## config.mk

```make
export PLATFORM = sky130hd
export DESIGN_NAME = dmem_arbiter
export DESIGN_NICKNAME = d
export VERILOG_FILES = /design/src/rtl/dmem_pkg.sv /design/src/rtl/dmem_starve_cnt.sv /design/src/rtl/dmem_arbiter.sv
export SDC_FILE = /design/constraint.sdc
export NUM_CORES = 1
export LEC_CHECK = 0
export ABC_AREA = 1
export CAP_MARGIN = 30
export CORE_MARGIN = 3
export CORE_UTILIZATION = 38
export DETAILED_ROUTE_END_ITERATION = 12
export PLACE_DENSITY = 0.92
export SLEW_MARGIN = 15
export SYNTH_ARGS = -nofsm -noshare
export SYNTH_HDL_FRONTEND = slang
export SYNTH_HIERARCHICAL = 1
export SYNTH_SLANG_ARGS = --single-unit
```

## constraint.sdc

```tcl
create_clock -name clk -period 2.7 [get_ports clk]
set_clock_uncertainty 0.1 [all_clocks]
set_input_delay 0.54 -clock clk [delete_from_list [all_inputs] [get_ports clk]]
set_output_delay 0.54 -clock clk [all_outputs]
set_load 0.01 [all_outputs]
```

## src/rtl/dmem_pkg.sv

```systemverilog
// Shared definitions for the data-memory arbiter.
//   DATA_W   : memory data width
//   ADDR_W   : memory word-address width (32 words)
//   MAX_WAIT : consecutive loader denials before the loader is forced a grant
//   owner_e  : owner of the memory port during the previous cycle
package dmem_pkg;

    localparam int DATA_W   = 32;
    localparam int ADDR_W   = 5;
    localparam int MAX_WAIT = 4;

    typedef enum logic [1:0] {
        IDLE  = 2'd0,
        OWN_P = 2'd1,
        OWN_L = 2'd2
    } owner_e;

endpackage

```

## src/rtl/dmem_starve_cnt.sv

```systemverilog
// Loader anti-starvation counter.
// Counts consecutive cycles in which the loader requests and is refused.
// Once the count reaches MAX_WAIT the force flag is raised, and the next
// arbitration hands the memory to the loader.
//   clk     in  rising-edge clock
//   rst_n   in  synchronous, active-low reset
//   l_req   in  loader request
//   l_gnt   in  loader granted this cycle
//   force_l out loader must win the next contested cycle
module dmem_starve_cnt #(
    parameter int MAX_WAIT = dmem_pkg::MAX_WAIT
) (
    input  logic clk,
    input  logic rst_n,
    input  logic l_req,
    input  logic l_gnt,
    output logic force_l
);
    import dmem_pkg::*;

    localparam int                CNT_W   = $clog2(MAX_WAIT + 1);
    localparam logic [CNT_W-1:0]  CNT_MAX = CNT_W'(MAX_WAIT);

    logic [CNT_W-1:0] wait_cnt;

    // NOTE: state registers use non-blocking assignments so every flop
    // samples its inputs from before the edge, independent of block order.
    always_ff @(posedge clk) begin
        if (!rst_n) begin
            wait_cnt <= '0;
        end else if (!l_req || l_gnt) begin
            wait_cnt <= '0;
        end else if (wait_cnt != CNT_MAX) begin
            wait_cnt <= wait_cnt + CNT_W'(1);
        end
    end

    assign force_l = (wait_cnt == CNT_MAX);

endmodule

```

## src/rtl/dmem_arbiter.sv

```systemverilog
// Arbiter sharing one single-port 32x32 data memory between the pipeline MEM
// stage (port P, normally wins) and a program/data loader (port L). One access
// per cycle; the loser is held and the pipeline is stalled when it loses.
// The loader is guaranteed a slot after MAX_WAIT consecutive denials.
//   clk, rst_n                      clock, synchronous active-low reset
//   p_req/p_we/p_addr/p_wdata       pipeline request (in)
//   p_stall                         pipeline requested but not granted (comb)
//   p_rvalid/p_rdata                pipeline read response, 1-cycle latency
//   l_req/l_we/l_addr/l_wdata       loader request, held until l_gnt (in)
//   l_gnt                           loader accepted this cycle (comb)
//   l_rvalid/l_rdata                loader read response, 1-cycle latency
//   mem_wr_en/mem_rd_en/mem_addr/mem_wdata  to the memory
//   mem_rdata                       from the memory (combinational read)
module dmem_arbiter #(
    parameter int DATA_W   = dmem_pkg::DATA_W,
    parameter int ADDR_W   = dmem_pkg::ADDR_W,
    parameter int MAX_WAIT = dmem_pkg::MAX_WAIT
) (
    input  logic              clk,
    input  logic              rst_n,
    input  logic              p_req,
    input  logic              p_we,
    input  logic [ADDR_W-1:0] p_addr,
    input  logic [DATA_W-1:0] p_wdata,
    output logic              p_stall,
    output logic              p_rvalid,
    output logic [DATA_W-1:0] p_rdata,
    input  logic              l_req,
    input  logic              l_we,
    input  logic [ADDR_W-1:0] l_addr,
    input  logic [DATA_W-1:0] l_wdata,
    output logic              l_gnt,
    output logic              l_rvalid,
    output logic [DATA_W-1:0] l_rdata,
    output logic              mem_wr_en,
    output logic              mem_rd_en,
    output logic [ADDR_W-1:0] mem_addr,
    output logic [DATA_W-1:0] mem_wdata,
    input  logic [DATA_W-1:0] mem_rdata
);
    import dmem_pkg::*;

    owner_e state, next_state;
    logic   p_gnt;
    logic   force_l;
    logic   last_rd;   // previous cycle's granted access was a read

    dmem_starve_cnt #(.MAX_WAIT(MAX_WAIT)) u_starve_cnt (
        .clk     (clk),
        .rst_n   (rst_n),
        .l_req   (l_req),
        .l_gnt   (l_gnt),
        .force_l (force_l)
    );

    // Grant, next owner and memory port mux. Holding rst_n low masks every
    // grant, which also suppresses a write that would otherwise commit at
    // the reset edge.
    // NOTE: every output of this block is given a default first, so no path
    // leaves a signal unassigned and no latch is inferred.
    always_comb begin
        p_gnt      = 1'b0;
        l_gnt      = 1'b0;
        next_state = IDLE;
        mem_wr_en  = 1'b0;
        mem_rd_en  = 1'b0;
        mem_addr   = '0;
        mem_wdata  = '0;

        if (rst_n) begin
            if (l_req && (!p_req || force_l)) begin
                l_gnt = 1'b1;
            end else if (p_req) begin
                p_gnt = 1'b1;
            end
        end

        if (p_gnt) begin
            next_state = OWN_P;
            mem_wr_en  = p_we;
            mem_rd_en  = !p_we;
            mem_addr   = p_addr;
            mem_wdata  = p_wdata;
        end else if (l_gnt) begin
            next_state = OWN_L;
            mem_wr_en  = l_we;
            mem_rd_en  = !l_we;
            mem_addr   = l_addr;
            mem_wdata  = l_wdata;
        end
    end

    assign p_stall = rst_n && p_req && !p_gnt;

    // Owner register plus read-response capture. The read data registers are
    // only loaded by a read on their own port, so they hold between reads.
    always_ff @(posedge clk) begin
        if (!rst_n) begin
            state   <= IDLE;
            last_rd <= 1'b0;
            p_rdata <= '0;
            l_rdata <= '0;
        end else begin
            state   <= next_state;
            last_rd <= mem_rd_en;
            if (p_gnt && !p_we) begin
                p_rdata <= mem_rdata;
            end
            if (l_gnt && !l_we) begin
                l_rdata <= mem_rdata;
            end
        end
    end

    // A response is valid for the single cycle after a granted read; the
    // owner register tells which port it belongs to.
    assign p_rvalid = (state == OWN_P) && last_rd;
    assign l_rvalid = (state == OWN_L) && last_rd;

endmodule
```

==> flow_metrics.env <==
export IMPL_outcome="completed"
export IMPL_port_buffers=218
export IMPL_first_pass_grt_wire_length_mm=21.65
export IMPL_globalplace_congestion=0.7916
export IMPL_detailedPlace_worstSlack_ns=-0.2408
export IMPL_floorplan_initialDensity_pct=39.93
export IMPL_largest_fanout_on_the_critical_path=10
export IMPL_first_global_vias=4321
export IMPL_floorplan_rows=35
export IMPL_cts_root_buf="clkbuf_8"
export IMPL_cts_hold_repair_buffers=0
export IMPL_post_drt_wl_per_cell_um=13.30
export IMPL_p_sw_uw=707.8
export IMPL_vdd_ir_drop_worst_mv=0.3181
export IMPL_clkTransAtPathRegs_ns=0.08
export IMPL_placeable_area_mm2=0.009415
export IMPL_tightestPinTransition_ns=0.4583
export IMPL_cp_data_required_time_ns=2.06
export IMPL_cts_tree="built"
export IMPL_comb_power_share_pct=23.5
export IMPL_postSynthAreaPerCell_um2=5.784
export IMPL_finish_utilization_pct=66.96
export IMPL_largest_area_contributor_in_the_netlist="dfxtp_1"
export IMPL_clockBufferDepth=2
export IMPL_clock_latency_ns=0.34
export IMPL_fp_dieH_um=105.5
export IMPL_ys_top_cells_by_area="dfxtp_1, nand2_1, inv_1, nand4_1, nor2_1"
export IMPL_pin_count=219
export IMPL_drt_initial_drc_count=178
export IMPL_routed_via_count=4427
export IMPL_timing_setup_tns_ns=0
export IMPL_initial_antenna_violation_count=0
export IMPL_final_setup_viol_count=0
export IMPL_clock_fmax_mhz=371.6
export IMPL_number_of_buffers_created_by_cts=9
export IMPL_syn_cell_area_mm2=0.003760
export IMPL_route_detailed_drc=0
export IMPL_place_detailed_instances=979
export IMPL_final_min_clock_period_ns=2.691
export IMPL_yosysTopAreaCellShare_pct=37.27
export IMPL_area_growth_synth_to_final_pct=67.69
export IMPL_layout_cells_non_filler=1008
export IMPL_timing_final_ws_setup_ns=0.009227
export IMPL_cap_viol_max_count=0
export IMPL_totalWireLength_mm=13.41
export IMPL_crit_chain="clkdlybuf4s50_1, nand2_1, nand2_2, nand2_2, inv_2, buf_4, buf_8, nand2_1, nand2_1, dlygate4sd2_1"
export IMPL_htree_levels=3
export IMPL_hpwl_mm=9.464
export IMPL_reg2reg_setup_slack_ns=0.67
export IMPL_synth_cell_types=20
export IMPL_internal_power_mw=1.865
export IMPL_synth_ff_latch_count=70
export IMPL_track_usage_pct=24.13
export IMPL_timing_final_hold_violations=0
export IMPL_regToRegStartpoint="u_starve_cnt/wait_cnt[0]"
export IMPL_slowest_stage="clkdlybuf4s50_1"
export IMPL_total_power_mw=2.573
export IMPL_firstDrtPassIters=4
export IMPL_syn_instance_count=650
export IMPL_slew_viol_final=0
export IMPL_fraction_of_layout_cells_with_a_size_suffix_above_1_pct=11.49
export IMPL_worstSetupPathType="in -> out"
export IMPL_cts_sink_count=70
export IMPL_sw_frac_of_total_pct=27.51
export IMPL_viasPerCell=4.392
export IMPL_final_net_count=988
export IMPL_pwr_density_cell_mw_per_mm2=408.0
export IMPL_slowest_delay_ns=0.52
export IMPL_antennaDiodeCount=0
export IMPL_critical_path_top_cell_by_count="nand2_1"
export IMPL_grt_overflow=0
export IMPL_hold_path_class="reg -> reg"
export IMPL_syn_num_nets=764
export IMPL_worst_ep_arrival_time_ns=2.05
export IMPL_yosysSeqAreaShare_pct=37.27
export IMPL_holdCritStartpoint="p_rdata[29]"
export IMPL_timing_final_crit_share_pct=99.66
export IMPL_grt_max_degree=46
export IMPL_rsz0062_at_grt="yes"
export IMPL_die_area_mm2=0.01112
export IMPL_die_width_um=105.5
export IMPL_cp_startpoint="p_req"
export IMPL_type_of_origin_of_the_critical_path="input port"
export IMPL_max_slew_margin_rel_pct=69.45
export IMPL_end_kind="primary output"
export IMPL_leakage_nw=3.464
export IMPL_seqPwrFrac_pct=42.7
export IMPL_yosys_warnings=6
export IMPL_detail_route_antenna_nets=0
export IMPL_clock_power_share_pct=33.8
-- power by group through the flow --
stage | Combinational, mW | Clock (mW) | Sequential (mW)
2_1_floorplan | 0.210 | 0 | 1.14
3_3_place_gp | 0.591 | 0 | 1.12
3_5_place_dp | 0.600 | 0 | 1.12
4_1_cts | 0.616 | 0.894 | 1.10
5_1_grt | 0.663 | 0.941 | 1.10
6_report | 0.604 | 0.871 | 1.10
-- cells in the mapped netlist --
library cell,count
nand4_1,32
ha_1,2
buf_1,2
clkinv_1,1
nand3_2,1
nor2_1,38
dfxtp_1,70
buf_4,6
inv_1,136
nand2_1,320
inv_2,7
nor2_2,3
nor2_4,1
o22ai_1,1
buf_2,20
nand2_2,2
nand3_1,2
a21oi_1,1
clkbuf_4,1
clkbuf_1,4
-- final cells by class --
type	instances	area, um^2
Fill cell	779	3110
Inverter	144	540.5
Multi-Input combinational cell	403	1668
Clock inverter	6	70.07
Clock buffer	10	137.6
Sequential cell	70	1404
Tap cell	129	161.4
Timing Repair Buffer	246	2323
-- cell usage in the layout, fill, tap and decap left out --
cell type and count:
ha_1 1, nand4_1 32, bufbuf_16 1, dfxtp_2 2
nand2_1 319, nand2_2 2, nor2_4 2, nor2_2 2
ha_4 1, a21oi_1 1, o22ai_1 1, nand2_4 1
clkbuf_2 21, nand3_1 2, buf_4 19, buf_12 3
clkinv_1 1, inv_1 134, nor2_1 38, inv_2 9
buf_2 16, bufinv_16 1, clkbuf_8 10, clkinvlp_4 3
inv_6 1, dfxtp_1 68, buf_16 2, clkdlybuf4s50_1 176
clkinv_4 1, dlygate4sd2_1 4, nand3_2 1, buf_6 1
buf_8 2, clkdlybuf4s15_1 1
-- metrics by stage --
step	instance area, um^2	hold slack [ns]
global placement	6073	0.3940
CTS	6424	0.4123
detailed placement	6073	0.3979
finish	6305	0.4114
floorplan	3760	0.3792
global route	6305	0.4400
-- worst max-delay path, delay by kind of cell --
kind / cells / cell delay (ns)
AND/OR/NAND/NOR: 5 / 0.38
buffers and inverters: 5 / 1.11
-- final timing paths --
kind | endpoint | cells past startpoint
worst max-delay path | mem_wdata[19] | 10
worst min-delay path | p_rdata[29] | 4
worst max register to register | l_rdata[18] | 14
worst min register to register | p_rdata[29] | 4
-- state kept, by name (all words and copies together), names as in the netlist --
register               flops
l_rdata                   32
last_rd                    1
p_rdata                   32
state                      2
u_starve_cnt/wait_cnt      3
-- metal layers --
layer	wire [um]	up-vias	track usage (%)	part of all wire, %
met4	440	0	8.997	3.3
met3	1071	28	7.410	8.0
met5	0	-	0	0
met2	6808	166	44.13	51
met1	5091	1925	25.86	38
li1	-	2308	-	-
-- logic make-up (layout without fill, tap and decap cells) --
logic type | Yosys count | after routing | share of synthesized area [%]
AOI/OAI and AO/OA | 2 | 2 | 0.2995
and+or+nand+nor | 399 | 399 | 42.73
adders and majority gates | 2 | 2 | 0.6655
buffers and inverters | 177 | 406 | 19.04
DFF | 70 | 70 | 37.27
-- repair_timing --
item | in CTS | in global routing
pin swaps | 4 | 3
resized for setup | 105 | 40
endpoints found under the setup margin | 41 | 39
gates cloned | 4 | 0
setup buffers | 9 | 1
No activity file was read; power rests on OpenSTA's default activity.
